$ cat src/rtl/banco_autotest_if.sv
// Bus between the self-test master and the 8x4 register bank: one write port, two combinational read ports.
interface banco_autotest_if #(
    parameter int ADDR_W = 3,
    parameter int DATA_W = 4
);
    logic [ADDR_W-1:0] addrW;
    logic [DATA_W-1:0] datW;
    logic              RegWrite;
    logic [ADDR_W-1:0] addrRa;
    logic [ADDR_W-1:0] addrRb;
    logic [DATA_W-1:0] datOutRa;
    logic [DATA_W-1:0] datOutRb;

    modport master (
        output addrW, datW, RegWrite, addrRa, addrRb,
        input  datOutRa, datOutRb
    );

    modport slave (
        input  addrW, datW, RegWrite, addrRa, addrRb,
        output datOutRa, datOutRb
    );
endinterface

$ cat src/rtl/banco_autotest.sv
// Power-on self-test master for the register bank: writes a seeded pattern,
// then reads it back on both ports (A ascending, B descending) and tallies mismatches.
module banco_autotest #(
    parameter int ADDR_W = 3,
    parameter int DATA_W = 4,
    parameter int NREG   = 8
) (
    input  logic                clk1,
    input  logic                rst1,
    input  logic                start,
    input  logic [DATA_W-1:0]   seed,
    banco_autotest_if.master    bank,
    output logic                busy,
    output logic                done,
    output logic                err,
    output logic [ADDR_W-1:0]   err_addr,
    output logic [ADDR_W+1:0]   err_cnt,
    output logic [2:0]          dbgState
);

    // Handshake: start is a level sampled only in IDLE; done is a one-cycle
    // pulse in DONE, after which err/err_addr/err_cnt hold until the next run.
    typedef enum logic [2:0] {
        IDLE  = 3'd0,
        WRITE = 3'd1,
        RADDR = 3'd2,
        RCMP  = 3'd3,
        DONE  = 3'd4
    } state_t;

    localparam logic [ADDR_W-1:0] LAST = ADDR_W'(NREG - 1);
    localparam logic [ADDR_W-1:0] ONE  = ADDR_W'(1);

    state_t            state;
    logic [ADDR_W-1:0] idx;
    logic [DATA_W-1:0] seedQ;

    logic              mismA;
    logic              mismB;
    logic [1:0]        nMism;
    logic [ADDR_W-1:0] idxB;

    function automatic logic [DATA_W-1:0] patOf(input logic [ADDR_W-1:0] i,
                                                input logic [DATA_W-1:0] s);
        return DATA_W'(i) + s;
    endfunction

    always_comb begin
        idxB  = LAST - idx;
        mismA = (bank.datOutRa != patOf(idx, seedQ));
        mismB = (bank.datOutRb != patOf(idxB, seedQ));
        nMism = {1'b0, mismA} + {1'b0, mismB};
    end

    assign busy     = (state != IDLE);
    assign dbgState = state;

    always_ff @(posedge clk1) begin
        if (!rst1) begin
            state         <= IDLE;
            idx           <= '0;
            seedQ         <= '0;
            bank.addrW    <= '0;
            bank.datW     <= '0;
            bank.RegWrite <= 1'b0;
            bank.addrRa   <= '0;
            bank.addrRb   <= '0;
            done          <= 1'b0;
            err           <= 1'b0;
            err_addr      <= '0;
            err_cnt       <= '0;
        end else begin
            case (state)
                IDLE: begin
                    done <= 1'b0;
                    if (start) begin
                        state         <= WRITE;
                        idx           <= '0;
                        seedQ         <= seed;
                        err           <= 1'b0;
                        err_addr      <= '0;
                        err_cnt       <= '0;
                        bank.RegWrite <= 1'b1;
                        bank.addrW    <= '0;
                        bank.datW     <= seed;
                    end
                end
                WRITE: begin
                    if (idx == LAST) begin
                        state         <= RADDR;
                        idx           <= '0;
                        bank.RegWrite <= 1'b0;
                        bank.addrW    <= '0;
                        bank.datW     <= '0;
                        bank.addrRa   <= '0;
                        bank.addrRb   <= LAST;
                    end else begin
                        idx        <= idx + ONE;
                        bank.addrW <= idx + ONE;
                        bank.datW  <= patOf(idx + ONE, seedQ);
                    end
                end
                RADDR: begin
                    state <= RCMP;
                end
                RCMP: begin
                    err_cnt <= err_cnt + {{ADDR_W{1'b0}}, nMism};
                    if (mismA || mismB) begin
                        err <= 1'b1;
                        // Only the first failing address of a run is kept; A wins ties.
                        if (!err) err_addr <= mismA ? idx : idxB;
                    end
                    if (idx == LAST) begin
                        state       <= DONE;
                        done        <= 1'b1;
                        bank.addrRa <= '0;
                        bank.addrRb <= '0;
                    end else begin
                        state       <= RADDR;
                        idx         <= idx + ONE;
                        bank.addrRa <= idx + ONE;
                        bank.addrRb <= idxB - ONE;
                    end
                end
                DONE: begin
                    state <= IDLE;
                    done  <= 1'b0;
                    idx   <= '0;
                end
                default: begin
                    state <= IDLE;
                    done  <= 1'b0;
                end
            endcase
        end
    end

endmodule

$ cat src/flat_wrapper.sv
// flat-port wrapper written by rule: the top's interface ports become plain ports
module banco_autotest_flat 
#(
    parameter int ADDR_W = 3,
    parameter int DATA_W = 4,
    parameter int NREG   = 8
)
  (clk1, rst1, start, seed, busy, done, err, err_addr, err_cnt, dbgState, bank_addrW, bank_datW, bank_RegWrite, bank_addrRa, bank_addrRb, bank_datOutRa, bank_datOutRb);
  banco_autotest_if #(.ADDR_W(ADDR_W), .DATA_W(DATA_W)) bank_i ();
  input  logic clk1;
  input  logic rst1;
  input  logic start;
  input  logic [DATA_W-1:0] seed;
  output logic busy;
  output logic done;
  output logic err;
  output logic [ADDR_W-1:0] err_addr;
  output logic [ADDR_W+1:0] err_cnt;
  output logic [2:0] dbgState;
  output wire logic [$bits(bank_i.addrW)-1:0] bank_addrW;
  output wire logic [$bits(bank_i.datW)-1:0] bank_datW;
  output wire logic [$bits(bank_i.RegWrite)-1:0] bank_RegWrite;
  output wire logic [$bits(bank_i.addrRa)-1:0] bank_addrRa;
  output wire logic [$bits(bank_i.addrRb)-1:0] bank_addrRb;
  input wire logic [$bits(bank_i.datOutRa)-1:0] bank_datOutRa;
  input wire logic [$bits(bank_i.datOutRb)-1:0] bank_datOutRb;
  assign bank_addrW = bank_i.addrW;
  assign bank_datW = bank_i.datW;
  assign bank_RegWrite = bank_i.RegWrite;
  assign bank_addrRa = bank_i.addrRa;
  assign bank_addrRb = bank_i.addrRb;
  assign bank_i.datOutRa = bank_datOutRa;
  assign bank_i.datOutRb = bank_datOutRb;
  banco_autotest #(.ADDR_W(ADDR_W), .DATA_W(DATA_W), .NREG(NREG)) u_core (.clk1(clk1), .rst1(rst1), .start(start), .seed(seed), .bank(bank_i), .busy(busy), .done(done), .err(err), .err_addr(err_addr), .err_cnt(err_cnt), .dbgState(dbgState));
endmodule
$ cat config.mk
export PLATFORM = sky130hd
export DESIGN_NAME = banco_autotest_flat
export DESIGN_NICKNAME = d
export VERILOG_FILES = /design/src/rtl/banco_autotest_if.sv /design/src/rtl/banco_autotest.sv /design/src/flat_wrapper.sv
export SDC_FILE = /design/constraint.sdc
export NUM_CORES = 1
export LEC_CHECK = 0
export ABC_CLOCK_PERIOD_IN_PS = 3300
export BUFFER_PORTS_ARGS = -buffer_cell sky130_fd_sc_hd__buf_2
export CAP_MARGIN = 30
export CORE_MARGIN = 8
export CORE_UTILIZATION = 30
export DETAILED_ROUTE_END_ITERATION = 8
export SLEW_MARGIN = 20
export SYNTH_ARGS = -nofsm -noshare
export SYNTH_HDL_FRONTEND = slang
export SYNTH_SLANG_ARGS = --single-unit
export TNS_END_PERCENT = 20
$ cat constraint.sdc
create_clock -name clk1 -period 3.3 [get_ports clk1]
set_input_delay 0.33 -clock clk1 [delete_from_list [all_inputs] [get_ports clk1]]
set_output_delay 0.33 -clock clk1 [all_outputs]
set_load 0.01 [all_outputs]
==> flow_summary.json <==
{
  "ff2ff_path_depth": 13,
  "postSynthCellCount": 215,
  "relSlewSlack": 0.551,
  "port_buffers": 42,
  "diodes": 0,
  "start_kind": "flop",
  "synth_edf_count": 0,
  "yosysTopAreaCell": "dfxtp_1",
  "cts_num_sinks": 34,
  "antenna_found_initial": 0,
  "wl_per_cell_um": 14.7,
  "maxCapViolCount": 0,
  "first_iter_violations": 79,
  "grt_max_degree": 23,
  "vias": 1608,
  "postCtsResizedCells": 0,
  "grt_pass1_vias": 1603,
  "via_per_inst": 4.83,
  "setup_viol": 0,
  "start_util": 0.306,
  "reg2reg_to": "u_core.err_cnt[2]",
  "reg2reg_from": "u_core.idx[0]",
  "cts.hold.buffers_added": 0,
  "tns_ns": 0,
  "startpoint": "u_core.idx[0]",
  "ioPinCount": 43,
  "drc": 0,
  "slowest_stage": "fa_1",
  "fp-row-count": 29,
  "fin_nets": 287,
  "clk_path_buf_depth": 2,
  "synth.top_cell.area_share": 0.356,
  "netlist_area_mm2": 0.00191,
  "grt_pass1_wl_um": 7850,
  "min_path_type": "in -> reg",
  "cts_tree": "built",
  "syn_area_per_cell_um2": 8.89,
  "seq_area_frac_synth": 0.356,
  "r2r_slack_ns": 0.30,
  "crit_chain": "inv_1, ha_1, fa_1, xnor3_1, nand3_1, nor3b_4, inv_1, fa_1, ha_1, nand2_1, nand3_1, o21a_1, nor2_1",
  "fillers": 653,
  "vdd_drop_max_mv": 0.234,
  "arrival_ns": 3.23,
  "clock.fmax_mhz": 333,
  "ys_types": 41,
  "tightest_slew_ns": 0.672,
  "antenna_left": 0,
  "path_max_fanout": 4,
  "required_ns": 3.53,
  "core-area_mm2": 0.00624,
  "drt_wl_total_um": 4890,
  "cts.reportedPaths.clkPinSlew_ns": 0.07,
  "critPathKind": "reg -> reg",
  "ys.flop_type": "dfxtp_1",
  "min_period_over_period": 0.909,
  "grt.total_usage": 0.110,
  "dieArea_mm2": 0.00918,
  "holdWs_ns": 0.324,
  "status": "complete, no violations",
  "drive_above_1_share": 0.227,
  "dp_hpwl_um": 3680,
  "yosysWarnings": 0,
  "maxSlewViolCount": 0,
  "synth_top_cells_by_area": "dfxtp_1 (36%), ha_1 (8.5%), a21oi_1 (5.5%)",
  "numCtsBuffers": 5,
  "die_x_um": 95.8,
  "fin_skew_ns": 0.00684,
  "place.gp.congestion": 0.833,
  "drtPass1Iterations": 4,
  "final_hold_viol_count": 0,
  "period_needed_ns": 3.00,
  "grt-ovfl-total": 0,
  "die_h_um": 95.8,
  "endpoint": "u_core.err_cnt[2]",
  "postCtsSetupBuffers": 0,
  "syn_to_final_growth_pct": 19.1,
  "root_buffer": "clkbuf_8",
  "p_per_area_mw_per_mm2": 398,
  "insertion_delay_ns": 0.29,
  "h-tree-depth": 2,
  "synthesis.nets": 247,
  "end_kind": "flop",
  "p_leak_nw": 1.01,
  "critPathMaxStageDelay_ns": 0.46,
  "ys_ff_latch": 34,
  "async_reset_ff_frac": 0,
  "rsz0062_at_grt": "false"
}
[worst max-delay path: cells and delay by family, from the launching register on]
| family | cells | cell delay, ns |
|---|---|---|
| DFF | 1 | 0.34 |
| and+or+nand+nor | 5 | 0.65 |
| xor gates and xnor gates | 1 | 0.29 |
| adders and majority gates | 4 | 1.34 |
| AOI/OAI and AO/OA | 1 | 0.14 |
| buffers and inverters | 2 | 0.18 |
[routing by layer]
| metal | wire, µm | track usage | vias up |
|---|---|---|---|
| met5 | 0 | 0 | - |
| met4 | 20 | 0.0192 | 0 |
| met3 | 339 | 0.0421 | 3 |
| met2 | 2240 | 0.175 | 33 |
| li1 | - | - | 821 |
| met1 | 2280 | 0.138 | 751 |
[cell usage in the layout (no fill, tap or decap), drive strengths merged, types with 7 or more instances in the layout]
cell type,netlist,final
a21oi,21,21
buf,5,44
nand2,24,24
nor2,17,17
clkbuf,6,7
inv,11,11
nand3,10,10
ha,13,13
dfxtp,34,34
[layout make-up]
type	instances	area, µm²	share of cell area
clock inverters	1	5.00	0.00220
clock buffers	7	86.3	0.0379
multi-input cells	159	1140	0.501
repair buffers	44	225	0.0990
inverters	11	41.3	0.0181
well taps	77	96.3	0.0423
flip-flops and latches	34	681	0.299
[worst min path at each step]
stage / start / endpoint / cells past startpoint / slack (ns)
floorplan: u_core.seedQ[0] / u_core.seedQ[0] / 2 / 0.46
finish: start / u_core.dbgState[0] / 3 / 0.32
detailed placement: u_core.err_addr[0] / u_core.err_addr[0] / 2 / 0.47
global placement: u_core.err_addr[2] / u_core.err_addr[2] / 2 / 0.46
CTS: seed[1] / u_core.seedQ[1] / 3 / 0.32
global route: seed[0] / u_core.seedQ[0] / 3 / 0.32
[metrics by stage]
| stage | setup slack, ns | instances | total power, mW | utilization | cell area, µm² |
|---|---|---|---|---|---|
| 6_report | 0.300 | 333 | 0.905 | 0.365 | 2280 |
| 5_1_grt | 0.0843 | 333 | 0.949 | 0.365 | 2280 |
| 4_1_cts | 0.286 | 333 | 0.913 | 0.365 | 2280 |
| 3_5_place_dp | 0.313 | 325 | 0.588 | 0.350 | 2180 |
| 3_3_place_gp | 0.380 | 325 | 0.587 | 0.350 | 2180 |
| 2_1_floorplan | 0.377 | 215 | 0.545 | - | 1910 |
[where the power goes]
part           switching (mW)  internal, mW  total (mW)
Sequential             0.0117         0.422       0.434
Combinational          0.0806        0.0633       0.144
Clock                   0.159         0.168       0.327
Total                   0.251         0.654       0.905
[logic make-up after synthesis]
family | synth area share
xor gates and xnor gates | 0.0786
adders and majority gates | 0.127
and+or+nand+nor | 0.221
buffers and inverters | 0.0465
DFF | 0.356
AOI/OAI and AO/OA | 0.170
[sequential cells by signal, indices dropped and copies added, names as in the netlist]
signal,flops
u_core.bank.RegWrite,1
u_core.bank.addrRa,3
u_core.bank.addrRb,3
u_core.bank.addrW,3
u_core.bank.datW,4
u_core.dbgState,3
u_core.done,1
u_core.err,1
u_core.err_addr,3
u_core.err_cnt,5
u_core.idx,3
u_core.seedQ,4
[synth_stat cells (3+ instances only)]
cell	instances
a21oi_1	21
a22oi_1	4
a31oi_1	4
buf_2	5
clkbuf_1	6
dfxtp_1	34
fa_1	4
ha_1	13
inv_1	11
nand2_1	24
nand2b_1	3
nand3_1	9
nand3b_1	3
nor2_1	17
nor2b_1	6
nor3_1	5
o21a_1	3
xnor2_1	6
xor2_1	6
Power figures use the tool's default switching activity.
